==> src/rtl/fp_round_pack.sv <==
// fp_round_pack: normalizes a 27-bit extended mantissa one shift per cycle,
// rounds to nearest-even and packs an IEEE-754 single behind a valid/ready
// output handshake. One operation in flight at a time.
module fp_round_pack #(
  parameter int MAX_EXP  = 255,
  parameter int BIAS_MIN = 1
) (
  input  logic        clk,
  input  logic        n_rst,
  input  logic        in_valid,
  output logic        in_ready,
  input  logic        in_sign,
  input  logic [7:0]  in_exp,
  input  logic        in_carry,
  input  logic [26:0] in_mant,
  output logic        out_valid,
  input  logic        out_ready,
  output logic [31:0] out_result,
  output logic        out_overflow,
  output logic        out_zero
);

  localparam logic [7:0] EXP_MAX = 8'(MAX_EXP);
  localparam logic [7:0] EXP_MIN = 8'(BIAS_MIN);

  typedef enum logic [1:0] {IDLE, NORM, ROUND, DONE} state_t;

  state_t      state;
  logic        sign_q;
  logic [7:0]  exp_q;
  logic        carry_q;
  logic [26:0] mant_q;
  logic        inf_q;
  logic [31:0] res_q;
  logic        ovf_q;
  logic        zero_q;

  logic        inc;
  logic [24:0] sum;
  logic [8:0]  exp_rnd;
  logic [22:0] frac;
  logic [7:0]  exp_fld;
  logic        rnd_ovf;

  assign in_ready = (state == IDLE);

  // Round-to-nearest-even on the normalized mantissa; a denormal (hidden
  // bit clear) takes exponent field 1 only if rounding carried into bit 23.
  always_comb begin
    inc     = mant_q[2] & (mant_q[1] | mant_q[0] | mant_q[3]);
    sum     = {1'b0, mant_q[26:3]} + {24'd0, inc};
    exp_rnd = {1'b0, exp_q} + {8'd0, sum[24]};
    frac    = sum[24] ? 23'd0 : sum[22:0];
    exp_fld = mant_q[26] ? exp_rnd[7:0] : {7'd0, sum[23]};
    rnd_ovf = inf_q | (exp_rnd >= {1'b0, EXP_MAX});
  end

  // Control FSM with registered datapath and outputs.
  always_ff @(posedge clk or negedge n_rst) begin
    if (!n_rst) begin
      state        <= IDLE;
      sign_q       <= 1'b0;
      exp_q        <= 8'd0;
      carry_q      <= 1'b0;
      mant_q       <= 27'd0;
      inf_q        <= 1'b0;
      res_q        <= 32'd0;
      ovf_q        <= 1'b0;
      zero_q       <= 1'b0;
      out_valid    <= 1'b0;
      out_result   <= 32'd0;
      out_overflow <= 1'b0;
      out_zero     <= 1'b0;
    end else begin
      case (state)
        IDLE: begin
          if (in_valid) begin
            sign_q  <= in_sign;
            exp_q   <= (in_exp == 8'd0) ? 8'd1 : in_exp;
            carry_q <= in_carry;
            mant_q  <= in_mant;
            inf_q   <= 1'b0;
            state   <= NORM;
          end
        end
        NORM: begin
          if (exp_q == EXP_MAX) begin
            inf_q <= 1'b1;
            state <= ROUND;
          end else if (carry_q) begin
            // Shift right folding the dropped bit into sticky.
            mant_q  <= {1'b1, mant_q[26:2], mant_q[1] | mant_q[0]};
            exp_q   <= exp_q + 8'd1;
            carry_q <= 1'b0;
          end else if (mant_q == 27'd0) begin
            res_q  <= {sign_q, 31'd0};
            ovf_q  <= 1'b0;
            zero_q <= 1'b1;
            state  <= DONE;
          end else if (mant_q[26] || exp_q == EXP_MIN) begin
            state <= ROUND;
          end else begin
            mant_q <= {mant_q[25:0], 1'b0};
            exp_q  <= exp_q - 8'd1;
          end
        end
        ROUND: begin
          res_q  <= rnd_ovf ? {sign_q, 8'hFF, 23'd0} : {sign_q, exp_fld, frac};
          ovf_q  <= rnd_ovf;
          zero_q <= 1'b0;
          state  <= DONE;
        end
        DONE: begin
          // Present the result on the first DONE cycle, then hold until taken.
          if (!out_valid) begin
            out_valid    <= 1'b1;
            out_result   <= res_q;
            out_overflow <= ovf_q;
            out_zero     <= zero_q;
          end else if (out_ready) begin
            out_valid <= 1'b0;
            state     <= IDLE;
          end
        end
        default: state <= IDLE;
      endcase
    end
  end

endmodule
==> config.mk <==
export PLATFORM = sky130hd
export DESIGN_NAME = fp_round_pack
export DESIGN_NICKNAME = d
export VERILOG_FILES = /design/src/rtl/fp_round_pack.sv
export SDC_FILE = /design/constraint.sdc
export NUM_CORES = 1
export LEC_CHECK = 0
export BUFFER_PORTS_ARGS = -buffer_cell sky130_fd_sc_hd__buf_2
export CORE_UTILIZATION = 30
export DETAILED_ROUTE_END_ITERATION = 10
export PLACE_DENSITY = 0.58
export RECOVER_POWER = 25
export SYNTH_ARGS = -nofsm -noshare
export SYNTH_HDL_FRONTEND = slang
export SYNTH_SLANG_ARGS = --single-unit
==> constraint.sdc <==
create_clock -name clk -period 5.55 [get_ports clk]
set_input_delay 0.2775 -clock clk [delete_from_list [all_inputs] [get_ports clk]]
set_output_delay 0.2775 -clock clk [all_outputs]
set_load 0.02 [all_outputs]
=== After elaboration in Yosys (flattened, before gate mapping) ===
Index checks and enable logic that the tools add are counted.

* Bits in registers: 109
* Latch bits: 0
* Bits in writable memories: 0
* Memory bits (read-only): 0
* Input port bits: 41
* Output and inout port bits: 36
* Logic and storage cells: 96
* Memories: 0

* Add/sub/neg operators: 4
* Multipliers: 0
* Divide/modulo/power cells: 0
* Magnitude comparators: 1
* Equal/unequal tests: 16
* Shift operators: 0
* Multiplexer cells: 44
* Bitwise operators: 5
* Reductions and logical operators: 13

{| class="wikitable"
|+ Operators by type and width
! cell !! count
|-
| 27-bit two-way mux || 5
|-
| 32-bit two-way mux || 3
|-
| 32-bit one-hot mux with 2 select lines || 1
|-
| 8-bit two-way mux || 7
|-
| 27-bit one-hot mux with 2 select lines || 1
|-
| 31-bit two-way mux || 1
|-
| 27-bit zero test || 1
|-
| 24-bit by 1-bit adder with 25-bit output || 1
|-
| 23-bit two-way mux || 1
|-
| 8-bit one-hot mux with 2 select lines || 1
|-
| 2-bit two-way mux || 7
|-
| 2-bit != test, second input constant || 7
|-
| 1-bit two-way mux || 12
|-
| 5-bit AND reduction || 2
|-
| 8-bit by 1-bit adder with 9-bit output || 1
|-
| 9-bit by 8-bit >= comparator with 1-bit output, second input constant || 1
|-
| 3-bit != test, second input constant || 3
|-
| 8-bit by 1-bit adder with 8-bit output, second input constant || 1
|-
| 8-bit by 1-bit equality test with 1-bit output, second input constant || 1
|-
| 8-bit equality test, second input constant || 1
|-
| 8-bit zero test || 1
|-
| 1-bit one-hot mux with 2 select lines || 4
|-
| 2-bit one-hot mux with 4 select lines || 1
|-
| 8-bit by 1-bit subtractor with 8-bit output, second input constant || 1
|-
| 12 further kinds || 18
|}

=== Logic depth before layout (Yosys ltp) ===
Gate-level depths: netlist of the first run.

* Depth after elaboration: 9
* Mapped depth: 13
* Mapped depth without buffers: 12

=== Least setup slack after synthesis of the first run ===
Ideal clock, no wire load.

* Kind: reg2reg
* From: register mant_q[14]
* To: register res_q[11]
* Setup time: 0.103 ns
* Data arrival time: 3.010 ns
* Data required time: 5.447 ns
* Setup slack: 2.436 ns
* Cell stages (with the launch flop): 13
* Path buffers: 2
* Period minus slack after synthesis: 3.114 ns
* Path through: dfrtp_1 -> clkbuf_1 -> nand4_1 -> nor2_1 -> nand4_1 -> nor4_1 -> ha_1 -> ha_1 -> and4_1 -> and3_1 -> a311o_1 -> buf_2 -> o41ai_2

* Cells in the longest elaborated chain, start to end: 6
* Elaborated cells between the ends (all ways): 10
* Those cells by class: add/sub (2); order compare (1); eq/ne (1); mux (3); bitwise (1); reduce/logical (2)

{| class="wikitable"
|+ Ends and longest elaborated chain
! what !! line !! RTL
|-
| start, declared || 32 || <nowiki>logic [26:0] mant_q;</nowiki>
|-
| start signal, assigned || 81 || <nowiki>mant_q <= in_mant;</nowiki>
|-
| start signal, assigned || 92 || <nowiki>mant_q <= {1'b1, mant_q[26:2], mant_q[1] | mant_q[0]};</nowiki>
|-
| start signal, assigned || 103 || <nowiki>mant_q <= {mant_q[25:0], 1'b0};</nowiki>
|-
| 24-bit by 1-bit adder with 25-bit output || 51 || <nowiki>sum = {1'b0, mant_q[26:3]} + {24'd0, inc};</nowiki>
|-
| 8-bit by 1-bit adder with 9-bit output || 52 || <nowiki>exp_rnd = {1'b0, exp_q} + {8'd0, sum[24]};</nowiki>
|-
| 9-bit by 8-bit >= comparator with 1-bit output || 55 || <nowiki>rnd_ovf = inf_q | (exp_rnd >= {1'b0, EXP_MAX});</nowiki>
|-
| 1-bit bitwise OR || 55 ||
|-
| 31-bit two-way mux || 108 || <nowiki>res_q <= rnd_ovf ? {sign_q, 8'hFF, 23'd0} : {sign_q, exp_fld, frac};</nowiki>
|-
| 32-bit one-hot mux with 2 select lines || 75 || <nowiki>case (state)</nowiki>
|-
| end signal, assigned || 96 || <nowiki>res_q <= {sign_q, 31'd0};</nowiki>
|-
| end signal, assigned || 108 ||
|-
| end, declared || 34 || <nowiki>logic [31:0] res_q;</nowiki>
|}

Several ways; a longest one is shown, not always the timed one.
A chain may end at the register's enable or synchronous reset.

=== Worst setup path in the final report of the first run ===
* From: register mant_q[3]
* To: register res_q[3]

* Cells in the longest elaborated chain, start to end: 8
* Elaborated cells between the ends (all ways): 12
* Those cells by class: add/sub (2); order compare (1); eq/ne (1); mux (3); bitwise (3); reduce/logical (2)

{| class="wikitable"
|+ Ends and longest elaborated chain
! what !! line !! RTL
|-
| 1-bit bitwise OR || 50 || <nowiki>inc = mant_q[2] & (mant_q[1] | mant_q[0] | mant_q[3]);</nowiki>
|-
| 1-bit AND || 50 ||
|-
| 24-bit by 1-bit adder with 25-bit output || 51 ||
|-
| 8-bit by 1-bit adder with 9-bit output || 52 ||
|-
| 9-bit by 8-bit >= comparator with 1-bit output || 55 ||
|-
| 1-bit bitwise OR || 55 ||
|-
| 31-bit two-way mux || 108 ||
|-
| 32-bit one-hot mux with 2 select lines || 75 ||
|}

Several ways; a longest one is shown, not always the timed one.

==> results of run 1 <==
==> how the worst max path moves through the flow <==
stage / startpoint / endpoint / slack [ns] / depth (start not counted)
after floorplan: mant_q[14] / res_q[11] / 2.44 / 12
after global placement: mant_q[3] / res_q[5] / 1.85 / 12
after detailed placement: mant_q[2] / res_q[3] / 1.76 / 12
after CTS: mant_q[3] / res_q[3] / 1.75 / 12
after global routing: n_rst / mant_q[17] / 1.38 / 3
final: mant_q[3] / res_q[3] / 1.74 / 12
==> power groups by stage <==
stage / logic [mW] / clock network (mW) / registers, mW
finish: 2.02 / 0.645 / 1.61
global route: 2.24 / 0.691 / 1.67
CTS: 2.05 / 0.667 / 1.60
detailed placement: 2.03 / 0 / 1.62
global placement: 2.02 / 0 / 1.61
floorplan: 1.66 / 0 / 1.49
==> sequential cells by signal, indices dropped and copies added, names as in the netlist <==
signal,flops
res_q,32
state,2
exp_q,8
sign_q,1
carry_q,1
zero_q,1
out_overflow,1
out_valid,1
mant_q,27
ovf_q,1
inf_q,1
out_zero,1
out_result,32
==> layout by cell type (no fill, tap or decap), types with 7 or more instances in the layout <==
| cell type | n |
|---|---|
| nor2_1 | 44 |
| buf_4 | 8 |
| ha_1 | 9 |
| clkbuf_16 | 9 |
| mux2_2 | 53 |
| nand4_1 | 14 |
| a221oi_1 | 8 |
| a21oi_1 | 36 |
| xor2_1 | 19 |
| nand3_1 | 17 |
| buf_2 | 67 |
| o41ai_2 | 10 |
| a2bb2oi_1 | 7 |
| inv_1 | 19 |
| mux2i_1 | 32 |
| o21ai_0 | 15 |
| nand2_1 | 58 |
| clkbuf_1 | 9 |
| o31ai_1 | 10 |
| xnor2_1 | 9 |
| dfrtp_1 | 109 |
==> what timing repair did <==
| item | 4_1_cts | 5_1_grt |
|---|---|---|
| hold buffers | 1 | 0 |
| setup buffers | 0 | 0 |
| setup endpoints to repair | 0 | 0 |
| endpoints found under the hold margin | 18 | 0 |
==> per-stage QoR <==
stage	hold slack [ns]	total power, mW	setup slack, ns	cells
2_1_floorplan	-0.0181	3.16	2.44	593
3_3_place_gp	0.385	3.63	1.85	891
3_5_place_dp	0.386	3.65	1.76	891
4_1_cts	0.137	4.31	1.75	908
5_1_grt	0.152	4.60	1.38	908
6_report	0.151	4.27	1.74	908
==> layer usage <==
metal	vias to the layer above	wire, um	track usage	part of all wire
met1	2143	7690	0.226	0.53
met4	0	235	0.0548	0.016
met3	14	552	0.0207	0.038
met5	-	0	0	0
li1	2239	-	-	-
met2	103	6020	0.204	0.42
==> kinds of logic after synthesis <==
family                     count (synthesis)  synth area share
and+or+nand+nor                          171             0.144
AOI/OAI and AO/OA                        119             0.145
DFF                                      109             0.445
muxes                                     86             0.152
buffers and inverters                     70            0.0533
xor gates and xnor gates                  28            0.0400
adders and majority gates                 10            0.0204
==> layout make-up <==
class                           count  area share
Timing Repair Buffer               85      0.0633
Clock inverter                      6     0.00794
Sequential cell                   109       0.393
Clock buffer                       10      0.0345
Tap cell                          265      0.0478
Multi-Input combinational cell    414       0.443
Inverter                           19      0.0103
==> summary.txt, run 1 <==
Worst setup path
  • Top delay family on crit path: compound AO/OA/AOI/OAI gates
  • Flop-to-flop setup slack: 1.74 ns
  • CP cell instances: and2_1, ha_1, and4_1, nand2_1, nor4_1, ha_1, ha_1, nand3_1, nor2_1, xor2_1, a311o_1, o41ai_1
  • Setup crit end kind: register
  • Slowest CP cell: a311o_1
  • Worst setup SP type: register
  • Reg2Reg Launch Point: mant_q[3]
  • Critical path type: reg -> reg
  • Slowest Stage Delay on Critical Path: 0.96 ns
  • Worst R2R End: res_q[3]
  • Worst path bufs/invs: 0
  • Critical path arrival: 4.00 ns
  • Top cell by count, worst path: ha_1
  • Worst r2r path cells: 12
  • Crit-path max FO: 22
  • Worst path required time: 5.74 ns

Logic synthesis
  • Async SR Flop Fraction: 1.00
  • Top-count cell post-synth: dfrtp_1
  • Area contributors post-synth: dfrtp_1 (45%), mux2_2 (9.7%), mux2i_1 (5.2%), nand2_1 (3.6%), a21oi_1 (2.9%)
  • Post-Syn Instances: 593
  • YS warnings: 0
  • Synth cell types: 56
  • Number of synthesized flops with an enable pin: 0
  • Seq/Total Area, Yosys: 0.445
  • Most common library cells after synthesis: dfrtp_1 (109), nand2_1 (58), mux2_2 (53)
  • Main flop type after synthesis: dfrtp_1
  • Post-synth top area cell: dfrtp_1
  • Synthesized flop and latch total: 109
  • Syn Std Cell Area: 6120 sq um
  • Synth top area share: 0.445
  • Syn_nets: 644
  • Synthesized area per cell: 10.3 sq um

Cells and area
  • Storage element area: 2730 sq um
  • Multi-input gate area: 3070 sq um
  • Number of fill cells: 2,043
  • Number of diodes: 0
  • Final core utilization: 0.352
  • Fin nets: 689
  • Syn-to-layout area delta: 13.3%
  • Share of cells above drive strength 1: 0.260
  • Final Cell Area: 6940 sq um

GRT
  • Vias in the first global route: 4,276
  • First-pass GRT wire length: 23.6 mm
  • Initial antenna violation count: 0
  • Global Route Usage Sum: 0.147
  • Grt ovf: 0
  • Pin count of the biggest net entering global routing: 76

Die
  • Total Die Area: 21,000 sq um
  • Starting Density: 0.311
  • IO Pins: 77
  • Rows: 51
  • Die height: 145 um
  • Die Wd: 145 um
  • Std-Cell Core Area: 19,700 sq um

Detailed routing
  • Drt first pass iters: 4
  • Post-Route WL: 14.5 mm
  • Vias/cell: 4.95
  • DRT antenna net count: 0
  • Post-DR wirelength/cell: 16.0 um
  • Initial drt markers: 312
  • # DRC: 0
  • DR vias: 4,499

Clock network
  • TritonCTS Sinks: 109
  • CTS clk-pin slew, worst paths: 0.07 ns
  • H-Tree Depth: 3
  • Total CTS buffers: 9
  • CTS tree: built
  • CTS resizes: 0
  • Clk_lat worst skew: 0.35 ns
  • Clock Root Buffer: clkbuf_16
  • CTS Buffer Depth: 2

Timing
  • Max-slew violations: 56
  • Highest clock rate: 0.262 GHz
  • Fin crit period: 3.81 ns
  • Layout Skew: 0.0105 ns
  • Final Hold Fails: 0
  • Worst rel slew slack: -1.01
  • Post-route clock period utilization: 0.687
  • RSZ-0062 raised after global routing: false
  • Setup tns final: 0 ns
  • Final setup vio count: 0
  • Worst-Margin Slew: 3.02 ns

Place
  • Gpl congestion: 0.813
  • IO buf count: 76
  • Final HPWL DP: 10.2 mm
  • Dpl cell area: 6650 sq um

Status
  • Failing checks: capacitance limit, slew limit
  • Status: finished, violations left

Flow run
  • Total of max-cap violations: 1

Worst hold path
  • Worst Hold Endpoint: sign_q
  • Worst hold stages: 2
  • HP Class: in -> reg
  • Min-delay src: in_sign

Power and ir drop
  • Sw Pwr: 1.91 mW
  • Max VDD drop: 0.196 mV
  • Pwr dens: 616 nW/um^2
  • Clock network power share: 0.151
  • Switching part of the total: 0.447
  • Sequential share of power: 0.376
  • Leakage: 3.03 nW
  • Int Power: 2.36 mW
  • Gate power share: 0.473
No activity file was read; power rests on OpenSTA's default activity.
==> run 2, diff against run 1 <==
ABC_AREA = 1   (was unset)
PLACE_DENSITY = 0.59   (was 0.58)
clock period = 3.3 ns   (was 5.55 ns; I/O delays follow)
==> summary.txt, run 2 <==
Clock network
  • TritonCTS Sinks: 109
  • CTS tree: built
  • CTS clk-pin slew, worst paths: 0.09 ns
  • H-Tree Depth: 3
  • Total CTS buffers: 9
  • Clk_lat worst skew: 0.37 ns
  • Clock Root Buffer: clkbuf_16
  • CTS Buffer Depth: 2

Worst setup path
  • Slowest CP cell: dfrtp_1
  • Top cell by count, worst path: nand2_1
  • Critical path type: reg -> reg
  • Worst path required time: 3.60 ns
  • Crit-path max FO: 6
  • Setup crit end kind: register
  • CP cell instances: nand2_1, inv_1, ha_1, nand2_2, nor2_4, nand2_2, nor2_4, nand2_1, nor4_2, buf_4, ha_2, ha_4, nand3_2, nand2_1, nand2_1, nand3_1, nor2_4, buf_4, a21boi_4, nand3_1, nand2_1
  • Critical path arrival: 3.28 ns
  • Slowest Stage Delay on Critical Path: 0.35 ns
  • Worst setup SP type: register

Detailed routing
  • DR vias: 5,896
  • Post-Route WL: 17.9 mm
  • Drt first pass iters: 7
  • Vias/cell: 4.81
  • # DRC: 0
  • DRT antenna net count: 0
  • Initial drt markers: 413
  • Post-DR wirelength/cell: 14.6 um

Timing
  • Max-slew violations: 0
  • Fin crit period: 2.97 ns
  • Final Hold Fails: 0
  • Worst-Margin Slew: 1.35 ns
  • Worst rel slew slack: 0.0971
  • Hold slack: 0.0533 ns
  • Layout Skew: 0.0160 ns
  • Final setup vio count: 0
  • Post-route clock period utilization: 0.901
  • Highest clock rate: 0.336 GHz

Logic synthesis
  • Number of synthesized flops with an enable pin: 0
  • Post-Syn Instances: 856
  • Synth top area share: 0.413
  • Main flop type after synthesis: dfrtp_1
  • Syn_nets: 907
  • Post-synth top area cell: dfrtp_1
  • Largest family of logic cells by synthesized area: simple AND/OR/NAND/NOR gates
  • Synth Area in Simple Gates: 0.334
  • Synthesized flop and latch total: 109
  • Top-count cell post-synth: nand2_1
  • Async SR Flop Fraction: 1.00
  • Most common library cells after synthesis: nand2_1 (273), nor2_1 (122), dfrtp_1 (109)
  • Syn Std Cell Area: 6600 sq um
  • Synth Area in Compound Gates: 0.0867
  • Multiplexer area fraction after synthesis: 0.0561
  • Area contributors post-synth: dfrtp_1 (41%), nand2_1 (16%), nor2_1 (6.9%), mux2_2 (5.5%), nand3_1 (5.2%)
  • Synth cell types: 37
  • Seq/Total Area, Yosys: 0.413
  • Post-synthesis xor/xnor area fraction: 0.00796
  • Synthesized area per cell: 7.71 sq um
  • Post-Synth Adder-Cell Area: 0.0190
  • YS warnings: 0

GRT
  • Grt met3 use: 0.0264
  • Met1 usage: 0.243
  • Grt ovf: 0
  • Vias in the first global route: 5,540
  • Global Route Usage Sum: 0.165
  • First-pass GRT wire length: 29.1 mm
  • Grt peak-use layer: met1
  • Initial antenna violation count: 0
  • Pin count of the biggest net entering global routing: 56
  • Met2 usage: 0.243

Power and ir drop
  • Sequential share of power: 0.334
  • Max VDD drop: 0.377 mV
  • Gate power share: 0.502
  • Leakage: 3.94 nW
  • Sw Pwr: 3.31 mW
  • Switching part of the total: 0.468
  • Pwr dens: 912 nW/um^2
  • Int Power: 3.76 mW
  • Clock network power share: 0.164

Flow run
  • Total of max-cap violations: 0

Worst hold path
  • HP Class: in -> reg

Cells and area
  • Share of cells above drive strength 1: 0.215
  • Commonest non-fill, non-tap cell in the layout: nand2_1
  • Number of fill cells: 2,262
  • Number of diodes: 0
  • Final core utilization: 0.364
  • Final Cell Area: 7740 sq um
  • Regs by FF count: out_result x32, res_q x32, mant_q x27
  • Syn-to-layout area delta: 17.4%
  • Fin nets: 997
  • Multi-input gate area: 3420 sq um
  • Fin cells: 1,226
  • Most frequent cells in the layout: nand2_1 (273), nor2_1 (122), dfrtp_1 (109)
  • Storage element area: 2730 sq um

Status
  • Status: completed

Place
  • Final HPWL DP: 13.1 mm
  • Gpl congestion: 0.879
  • IO buf count: 76
  • Dpl cell area: 7300 sq um
  • Dpl cells: 1,203

Die
  • IO Pins: 77
  • Die Wd: 150 um
  • Total Die Area: 22,600 sq um
  • Starting Density: 0.310
  • Die height: 150 um
  • Std-Cell Core Area: 21,300 sq um
  • Rows: 53
==> run 2: metrics by stage <==
step / total power, mW / setup WS, ns / TNS [ns]
after detailed placement: 5.89 / 0.0492 / 0
after global placement: 5.85 / 0.0491 / 0
after global routing: 7.70 / -0.00117 / -0.00117
after floorplan: 4.98 / 0.418 / 0
final: 7.07 / 0.328 / 0
after CTS: 7.08 / 0.0291 / 0
==> run 2: cell type report <==
cell class | instances | share of cell area
Clock buffer | 9 | 0.0291
Clock inverter | 7 | 0.0118
Inverter | 68 | 0.0333
Multi-Input combinational cell | 644 | 0.441
Sequential cell | 109 | 0.352
Tap cell | 275 | 0.0444
Timing Repair Buffer | 114 | 0.0880
==> run 2: repair_timing <==
action	4_1_cts	5_1_grt
buffers inserted	0	3
hold buffers	1	0
gates resized for setup	0	11
setup endpoints to repair	0	32
endpoints found under the hold margin	53	0
==> run 2: power by group through the flow <==
stage               combinational [mW]  clock [mW]  sequential [mW]
floorplan                         2.58           0             2.41
CTS                               3.53        1.20             2.36
finish                            3.55        1.16             2.36
global placement                  3.48           0             2.37
global route                      4.01        1.24             2.44
detailed placement                3.51           0             2.38
==> run 2: final timing paths <==
path / slack, ns / from / depth (start not counted) / end
max in group asynchronous: 1.56 / n_rst / 3 / exp_q[6]
min in group asynchronous: 0.65 / n_rst / 2 / mant_q[11]
worst max register to register: 0.33 / mant_q[3] / 21 / res_q[17]
worst max-delay path: 0.33 / mant_q[3] / 21 / res_q[17]
worst min register to register: 0.48 / res_q[30] / 2 / res_q[30]
worst min-delay path: 0.05 / in_valid / 2 / sign_q
==> run 2: cells by family (layout without fill, tap and decap cells) <==
family | after synthesis | in the layout
AOI/OAI and AO/OA | 82 | 85
xor gates and xnor gates | 6 | 6
adders and majority gates | 10 | 10
muxes | 33 | 33
buffers and inverters | 106 | 198
and+or+nand+nor | 510 | 510
DFF | 109 | 109
==> run 2: per-layer routing <==
| metal | part of all wire | wire [um] |
|---|---|---|
| met1 | 0.50 | 8990 |
| met2 | 0.44 | 7860 |
| met3 | 0.044 | 785 |
| met4 | 0.015 | 270 |
| met5 | 0 | 0 |
==> run 2: worst max-delay path, delay by kind of cell, from the launching register on <==
family	cells	cell delay (ns)
adder cells (fa/ha/maj)	3	0.54
AO/OA/AOI/OAI	1	0.27
buffers and inverters	3	0.43
AND/OR/NAND/NOR	14	1.30
flip-flops	1	0.35
